--- config.mk ---
export PLATFORM = sky130hd
export DESIGN_NAME = mdu_div_ctrl
export DESIGN_NICKNAME = d
export VERILOG_FILES = /design/src/rtl/mdu_div_ctrl_pkg.sv /design/src/rtl/mdu_div_ctrl_div_step.sv /design/src/rtl/mdu_div_ctrl.sv
export SDC_FILE = /design/constraint.sdc
export NUM_CORES = 1
export LEC_CHECK = 0
export CAP_MARGIN = 0
export CORE_MARGIN = 5
export CORE_UTILIZATION = 58
export DETAILED_ROUTE_END_ITERATION = 7
export MAX_ROUTING_LAYER = met4
export PLACE_DENSITY = 0.81
export SYNTH_ARGS = -nofsm -noshare
export SYNTH_HDL_FRONTEND = slang
export SYNTH_HIERARCHICAL = 1
export SYNTH_SLANG_ARGS = --single-unit
--- constraint.sdc ---
create_clock -name clk -period 4.5 [get_ports clk]
set_clock_uncertainty 0.05 [all_clocks]
set_input_delay 0.675 -clock clk [delete_from_list [all_inputs] [get_ports clk]]
set_output_delay 0.675 -clock clk [all_outputs]
set_load 0.1 [all_outputs]
--- src/rtl/mdu_div_ctrl_pkg.sv ---
// Shared definitions for the multi-cycle divider controller: state encoding,
// req_op bit positions, iteration count and divide-by-zero constants.
package mdu_div_ctrl_pkg;

  typedef enum logic [1:0] {
    ST_IDLE = 2'd0,
    ST_PREP = 2'd1,
    ST_CALC = 2'd2,
    ST_DONE = 2'd3
  } div_state_e;

  // Bit positions inside req_op, same ordering as the decode-stage mul_div_op.
  localparam int OP_DIV_W  = 3;
  localparam int OP_MOD_W  = 2;
  localparam int OP_DIV_WU = 1;
  localparam int OP_MOD_WU = 0;

  localparam int          DIV_ITER    = 32;
  localparam logic [31:0] DZ_QUOTIENT = 32'hFFFF_FFFF;

  function automatic logic is_onehot4(input logic [3:0] op);
    return (op != 4'd0) && ((op & (op - 4'd1)) == 4'd0);
  endfunction

endpackage

--- src/rtl/mdu_div_ctrl_div_step.sv ---
// One restoring radix-2 divide step on a {remainder, quotient} pair.
module div_step (
  input  logic [63:0] rem_quo_i,
  input  logic [31:0] divisor_i,
  output logic [63:0] rem_quo_o
);

  logic [32:0] partial;
  logic [32:0] diff;
  logic        q_bit;

  // The partial remainder stays below twice the divisor, so bit 32 of the
  // 33-bit difference is an exact borrow.
  assign partial = rem_quo_i[63:31];
  assign diff    = partial - {1'b0, divisor_i};
  assign q_bit   = ~diff[32];

  assign rem_quo_o = q_bit ? {diff[31:0], rem_quo_i[30:0], 1'b1}
                           : {rem_quo_i[62:0], 1'b0};

endmodule

--- src/rtl/mdu_div_ctrl.sv ---
// 32-bit signed/unsigned divide controller: accept, prepare, 32 restoring
// steps, then hold the result until the EXE stage takes it.
module mdu_div_ctrl
  import mdu_div_ctrl_pkg::*;
(
  input  logic        clk,
  input  logic        resetn,
  input  logic        req_valid,
  output logic        req_ready,
  input  logic [3:0]  req_op,
  input  logic [31:0] req_src1,
  input  logic [31:0] req_src2,
  input  logic [4:0]  req_dest,
  input  logic        flush,
  output logic        resp_valid,
  input  logic        resp_ready,
  output logic [31:0] resp_result,
  output logic [4:0]  resp_dest,
  output logic        busy
);

  div_state_e  state_q, state_d;
  logic [3:0]  op_q, op_d;
  logic [4:0]  dest_q, dest_d;
  logic [31:0] abs1_q, abs1_d;
  logic [31:0] abs2_q, abs2_d;
  logic        s1_q, s1_d;
  logic        s2_q, s2_d;
  logic        dz_q, dz_d;
  logic [63:0] rq_q, rq_d;
  logic [4:0]  cnt_q, cnt_d;

  logic        accept;
  logic        signed_op;
  logic [63:0] step_rq;
  logic [31:0] q_fix;
  logic [31:0] r_fix;

  div_step u_step (
    .rem_quo_i (rq_q),
    .divisor_i (abs2_q),
    .rem_quo_o (step_rq)
  );

  assign req_ready  = (state_q == ST_IDLE);
  assign busy       = (state_q != ST_IDLE);
  assign resp_valid = (state_q == ST_DONE);
  assign accept     = req_valid && req_ready && !flush && is_onehot4(req_op);
  assign signed_op  = req_op[OP_DIV_W] | req_op[OP_MOD_W];

  always_comb begin
    state_d = state_q;
    op_d    = op_q;
    dest_d  = dest_q;
    abs1_d  = abs1_q;
    abs2_d  = abs2_q;
    s1_d    = s1_q;
    s2_d    = s2_q;
    dz_d    = dz_q;
    rq_d    = rq_q;
    cnt_d   = cnt_q;
    case (state_q)
      ST_IDLE: begin
        if (accept) begin
          op_d    = req_op;
          dest_d  = req_dest;
          s1_d    = signed_op & req_src1[31];
          s2_d    = signed_op & req_src2[31];
          abs1_d  = (signed_op & req_src1[31]) ? -req_src1 : req_src1;
          abs2_d  = (signed_op & req_src2[31]) ? -req_src2 : req_src2;
          state_d = ST_PREP;
        end
      end
      ST_PREP: begin
        cnt_d = 5'd0;
        // Divide by zero skips the iterations; the remainder half carries
        // |dividend| so the normal sign fix-up restores the original dividend.
        if (abs2_q == 32'd0) begin
          rq_d    = {abs1_q, DZ_QUOTIENT};
          dz_d    = 1'b1;
          state_d = ST_DONE;
        end else begin
          rq_d    = {32'd0, abs1_q};
          dz_d    = 1'b0;
          state_d = ST_CALC;
        end
      end
      ST_CALC: begin
        rq_d  = step_rq;
        cnt_d = cnt_q + 5'd1;
        if (cnt_q == 5'(DIV_ITER - 1)) state_d = ST_DONE;
      end
      ST_DONE: begin
        if (resp_ready) state_d = ST_IDLE;
      end
      default: state_d = ST_IDLE;
    endcase
    if (flush) state_d = ST_IDLE;
  end

  always_ff @(posedge clk) begin
    if (!resetn) begin
      state_q <= ST_IDLE;
      op_q    <= 4'd0;
      dest_q  <= 5'd0;
      abs1_q  <= 32'd0;
      abs2_q  <= 32'd0;
      s1_q    <= 1'b0;
      s2_q    <= 1'b0;
      dz_q    <= 1'b0;
      rq_q    <= 64'd0;
      cnt_q   <= 5'd0;
    end else begin
      state_q <= state_d;
      op_q    <= op_d;
      dest_q  <= dest_d;
      abs1_q  <= abs1_d;
      abs2_q  <= abs2_d;
      s1_q    <= s1_d;
      s2_q    <= s2_d;
      dz_q    <= dz_d;
      rq_q    <= rq_d;
      cnt_q   <= cnt_d;
    end
  end

  // The all-ones divide-by-zero quotient is never negated.
  assign q_fix = (!dz_q && (s1_q ^ s2_q)) ? -rq_q[31:0] : rq_q[31:0];
  assign r_fix = s1_q ? -rq_q[63:32] : rq_q[63:32];

  assign resp_result = (op_q[OP_DIV_W] | op_q[OP_DIV_WU]) ? q_fix : r_fix;
  assign resp_dest   = dest_q;

endmodule

---- Word level (Yosys, flattened, before mapping) ----
Index checks and enable logic that the tools add are counted.
word-level totals
  word-level logic and storage cells ...... 62
  output and inout port bits .............. 40
  bits in registers ....................... 147
  input port bits ......................... 78
operators by class
  reductions and logical operators ........ 16
  bitwise logic cells ..................... 7
  $add $sub $neg .......................... 7
  equal/unequal tests ..................... 7
  multiplexer cells ....................... 15
operator list
  kind                 count
  $mux 32              5
  $mux 64              2
  $neg 32->32          4
  $pmux 64 s2          1
  $sub 33x32->33       1
  $logic_not 32->1     1
  $pmux 5 s2           1
  $pmux 2 s4           1
  $mux 2               3
  $add 5x1->5 const B  1
  $eq 5x5->1 const B   1
  $logic_and 1x1->1    5
  $and 4x4->4          1
  $eq 2x2->1 const B   2
  $logic_not 4->1      1
  $ne 2x1->1 const B   2
  $reduce_bool 2->1    2
  $reduce_bool 4->1    1
  $sub 4x1->4 const B  1
  $reduce_and 3->1     1
  $and 1x1->1          2
  $eq 2x1->1 const B   1
  $logic_not 1->1      2
  $logic_not 2->1      1
  other kinds (7)      9

---- Logic depth before layout (Yosys ltp) ----
  depth in word-level cells ............... 7
  gate-level depth with buffers ........... 17
  depth with buffers taken out ............ 16

---- Hierarchy ----
The synthesis kept the hierarchy.
by module, submodules not included
  module        cells an instance  area an instance (um^2)  times used  seq. area each (um^2)
  mdu_div_ctrl  1,074              8,763.4                  1           2,902.8
  div_step      342                2,488.6                  1           0.0

---- Worst setup path before layout ----
No wires, ideal clock.
  kind .................................... register -> output
  from .................................... reg rq_q[32]
  to ...................................... out resp_result[30]
  stages on the path, launching flop included .. 9
  buffers on the path ..................... 1
  arrival time ............................ 4,115 ps
  setup slack ............................. -340 ps
  required time ........................... 3,775 ps
  cells stage by stage .................... dfxtp_1 inv_1 ha_1 or3b_2 clkbuf_1 o31a_2 nor4_1 nor3_1 o31ai_1
on the way
  longest elaborated chain between the ends .. 3
RTL lines
  what                    line                 text
  start, declared         mdu_div_ctrl.sv:30   logic [63:0] rq_q, rq_d;
  start signal, assigned  mdu_div_ctrl.sv:122  rq_q <= rq_d;
  $neg 32->32             mdu_div_ctrl.sv:129  assign r_fix = s1_q ? -rq_q[63:32] : rq_q[63:32];
  $mux 32                 mdu_div_ctrl.sv:129
  $mux 32                 mdu_div_ctrl.sv:131  assign resp_result = (op_q[OP_DIV_W] | op_q[OP_DIV_WU]) ? q_fix : r_fix;
  end, declared           mdu_div_ctrl.sv:17   output logic [31:0] resp_result,
Every way passes these cells.

---- Worst setup path after layout ----
  from .................................... reg rq_q[31]
  to ...................................... reg rq_q[58]
on the way
  longest elaborated chain between the ends .. 3
RTL lines
  what                   line                         text
  $sub 33x32->33         mdu_div_ctrl_div_step.sv:15  assign diff = partial - {1'b0, divisor_i};
  $mux 64                mdu_div_ctrl_div_step.sv:18  assign rem_quo_o = q_bit ? {diff[31:0], rem_quo_i[30:0], 1'b1}
  named net step_rq[58]  mdu_div_ctrl.sv:35           logic [63:0] step_rq;
  $pmux 64 s2            mdu_div_ctrl.sv:62           case (state_q)
The timed path passes the listed nets, and every way through them passes these cells.
A chain may end at the register's enable or synchronous reset.

==> results by group <==
Clocking
  – CTS sink cnt: 145
  – CTS tree: done
  – Hold_buf cts: 0
  – Longest Clk Path Bufs: 2
  – Worst skew pair latency: 0.43 ns
  – Postcts setup bufs: 0
  – Clock Root Buffer: clkbuf_16
  – CTS clk-pin slew, worst paths: 0.06 ns
  – Number of gates resized after cts: 0
  – Num CTS Buffers: 17
  – H-tree Lvls: 4

Floorplan
  – Initial core utilization: 0.584
  – Core area: 19300 sq um
  – Horiz. Die Dim: 149 microns
  – Die H: 149 microns
  – Die outline area: 22300 sq um
  – Standard-cell row count: 51
  – Top-Level Pins: 118

STA
  – Final hold violations: 0
  – Fin. max-slew vios: 0
  – Max frequency: 0.243 GHz
  – Unrepaired setup endpoints after global routing: no
  – Final count of negative-setup-slack endpoints: 0
  – Worst Slack Setup Final: 0.380 ns
  – Slew @ Worst Pin: 1.22 ns
  – Final worst path period need: 4.12 ns
  – Setup TNS: 0 ns
  – Worst relative slew slack: 0.187
  – Tcrit/Tclk final: 0.916

Yosys
  – Largest family of logic cells by synthesized area: compound AO/OA/AOI/OAI gates
  – Post-synthesis instance area: 11300 sq um
  – Netlist cell types: 76
  – Syn Inst Count: 1416
  – Synth Area in Compound Gates: 0.250
  – Post-synthesis register bit count: 145
  – Post-synth ARST share: 0
  – Syn_nets: 1538
  – Xor and xnor area share after synthesis: 0.111
  – Ys Warns: 6
  – Mux cell area share after synthesis: 0.0861
  – Post-synth EDFFs: 0
  – Syn Area/Cell: 7.95 sq um
  – Sequential share of the synthesized area: 0.258
  – Simple logic cell fraction of the synthesized area: 0.166
  – Primary FF master, synth: dfxtp_1
  – Adder and majority gate portion of the synthesized area: 0.0496

Global routing
  – Largest net degree at the start of global routing: 71
  – Gr usage total: 0.302
  – Total grt overflow: 0
  – Vias in the first global route: 10.0k
  – First-pass GRT wire length: 53.0 mm
  – Initial antenna violation count: 0

Finish
  – Most common cell after layout, fill and taps aside: dfxtp_1
  – Area delta synth->final: 13.7%
  – Diode count: 0
  – Most frequent cells in the layout: dfxtp_1 (145), a21oi_1 (132), o21ai_0 (114), nor2_1 (107), clkdlybuf4s50_1 (85)
  – Share of cells above drive strength 1: 0.0990
  – Fill cell count: 1672
  – Nets: 1574

Critical path
  – Startpoint types: flip-flop
  – Worst reg2reg path endpoint: rq_q[58]
  – CP max FO: 16
  – R2r setup slk: 0.38 ns
  – RR Startpoint: rq_q[31]
  – CP endpoint kind: flip-flop
  – Critical Path End: rq_q[58]
  – CP max stage delay: 0.40 ns
  – Required time worst endpoint: 4.76 ns
  – Reg2reg path depth: 16
  – Most frequent CP cell: o2111ai_1
  – Setup crit start: rq_q[31]
  – WS Path Type: reg2reg
  – Crit-path slowest cell: dfxtp_1
  – Critical path, cell by cell: inv_1 -> ha_1 -> fa_1 -> and2b_1 -> o2111ai_1 -> a21oi_2 -> o2111ai_1 -> a211oi_2 -> nor2_2 -> mux2i_1 -> and2_4 -> inv_2 -> buf_4 -> mux2_4 -> a222oi_1 -> nor2_1
  – Crit path DAT: 4.38 ns

Hold path
  – Min-Delay Path Class: reg2reg

Detailed routing
  – Drt via density: 6.36
  – Pre-antenna DRT Iters: 7
  – Final ANT Viol Nets: 0
  – Avg WL per Cell: 19.2 microns
  – # DRC: 0
  – Via count: 11.0k
  – First-iteration detailed-routing DRC count: 1159
  – Routed WL: 33.2 mm

Power
  – P per Cell Area: 290 nW/um^2
  – Peak VDD IR: 0.000300 V
  – Pleak: 0.00479 uW

Run
  – Max Cap Viol: 0

Placed design
  – HPWL after detailed placement: 24.4 mm
  – Buffers on Ports: 117
  – GPL Wtd Cong: 0.978
  – Pre-CTS WS: 0.446 ns

Status
  – Status: finished clean
==> layer usage <==
metal	part of all wire	GRT usage	vias to the layer above
met1	0.43	0.420	5112
li1	-	-	5273
met2	0.45	0.452	553
met3	0.096	0.0453	66
met4	0.024	0.103	0
met5	0	-	-
==> layout make-up <==
class,count,area (sq um),share of cell area
Multi-Input combinational cell,1081,7480,0.585
Sequential cell,145,2900,0.227
Timing Repair Buffer,142,1290,0.101
Clock inverter,13,115,0.00899
Tap cell,265,332,0.0259
Inverter,65,244,0.0191
Clock buffer,18,429,0.0335
==> how the worst min path moves through the flow <==
stage,start,end,slack [ns],cells past startpoint
finish,cnt_q[2],cnt_q[2],0.43,2
global route,cnt_q[1],cnt_q[1],0.46,2
CTS,cnt_q[2],cnt_q[2],0.43,2
detailed placement,cnt_q[2],cnt_q[2],0.43,2
global placement,cnt_q[2],cnt_q[2],0.42,2
floorplan,cnt_q[2],cnt_q[2],0.40,2
==> state kept, by name (all words and copies together), names as in the netlist <==
name	flops
cnt_q	5
s1_q	1
resp_dest	5
abs2_q	32
s2_q	1
dz_q	1
abs1_q	32
rq_q	64
state_q	2
op_q	2
==> cells by family after synthesis <==
kind of cell	after synthesis
buffers and inverters	190
DFF	145
muxes	87
AOI/OAI and AO/OA	442
and+or+nand+nor	365
adders and majority gates	44
xor gates and xnor gates	143
==> critical path, delay by kind of cell, from the launching register on <==
| kind | cells | cell delay, ns |
|---|---|---|
| compound gates | 5 | 1.12 |
| flops | 1 | 0.40 |
| buf+inv | 3 | 0.71 |
| mux | 2 | 0.46 |
| fa+ha+maj | 2 | 0.62 |
| simple gates | 4 | 0.63 |
==> Yosys cell counts (28+ instances only) <==
cell      number  area, sq um
dfxtp_1      145         2900
a21oi_1      132          661
o21ai_0      116          581
nor2_1       108          405
nand2_1       74          278
xnor2_1       73          639
xor2_1        70          613
clkbuf_1      68          255
mux2i_1       66          661
inv_1         62          233
ha_1          43          538
a222oi_1      31          310
buf_4         31          233
nor4_1        28          175
==> per-stage QoR <==
stage | hold slack (ns) | power, uW | std cells | util | cell area (sq um)
detailed placement | 0.425 | 2370 | 1698 | 0.636 | 12300
floorplan | 0.398 | 2110 | 1416 | - | 11300
global placement | 0.417 | 2360 | 1698 | 0.636 | 12300
finish | 0.430 | 3710 | 1729 | 0.664 | 12800
CTS | 0.435 | 3700 | 1729 | 0.664 | 12800
global route | 0.457 | 3850 | 1729 | 0.664 | 12800
==> power breakdown <==
part	switching [uW]	internal, uW	leakage [uW]
Sequential	51.8	1320	0.00117
Clock	583	756	0.000258
Combinational	566	427	0.00336
(Power assumes the default switching activity.)
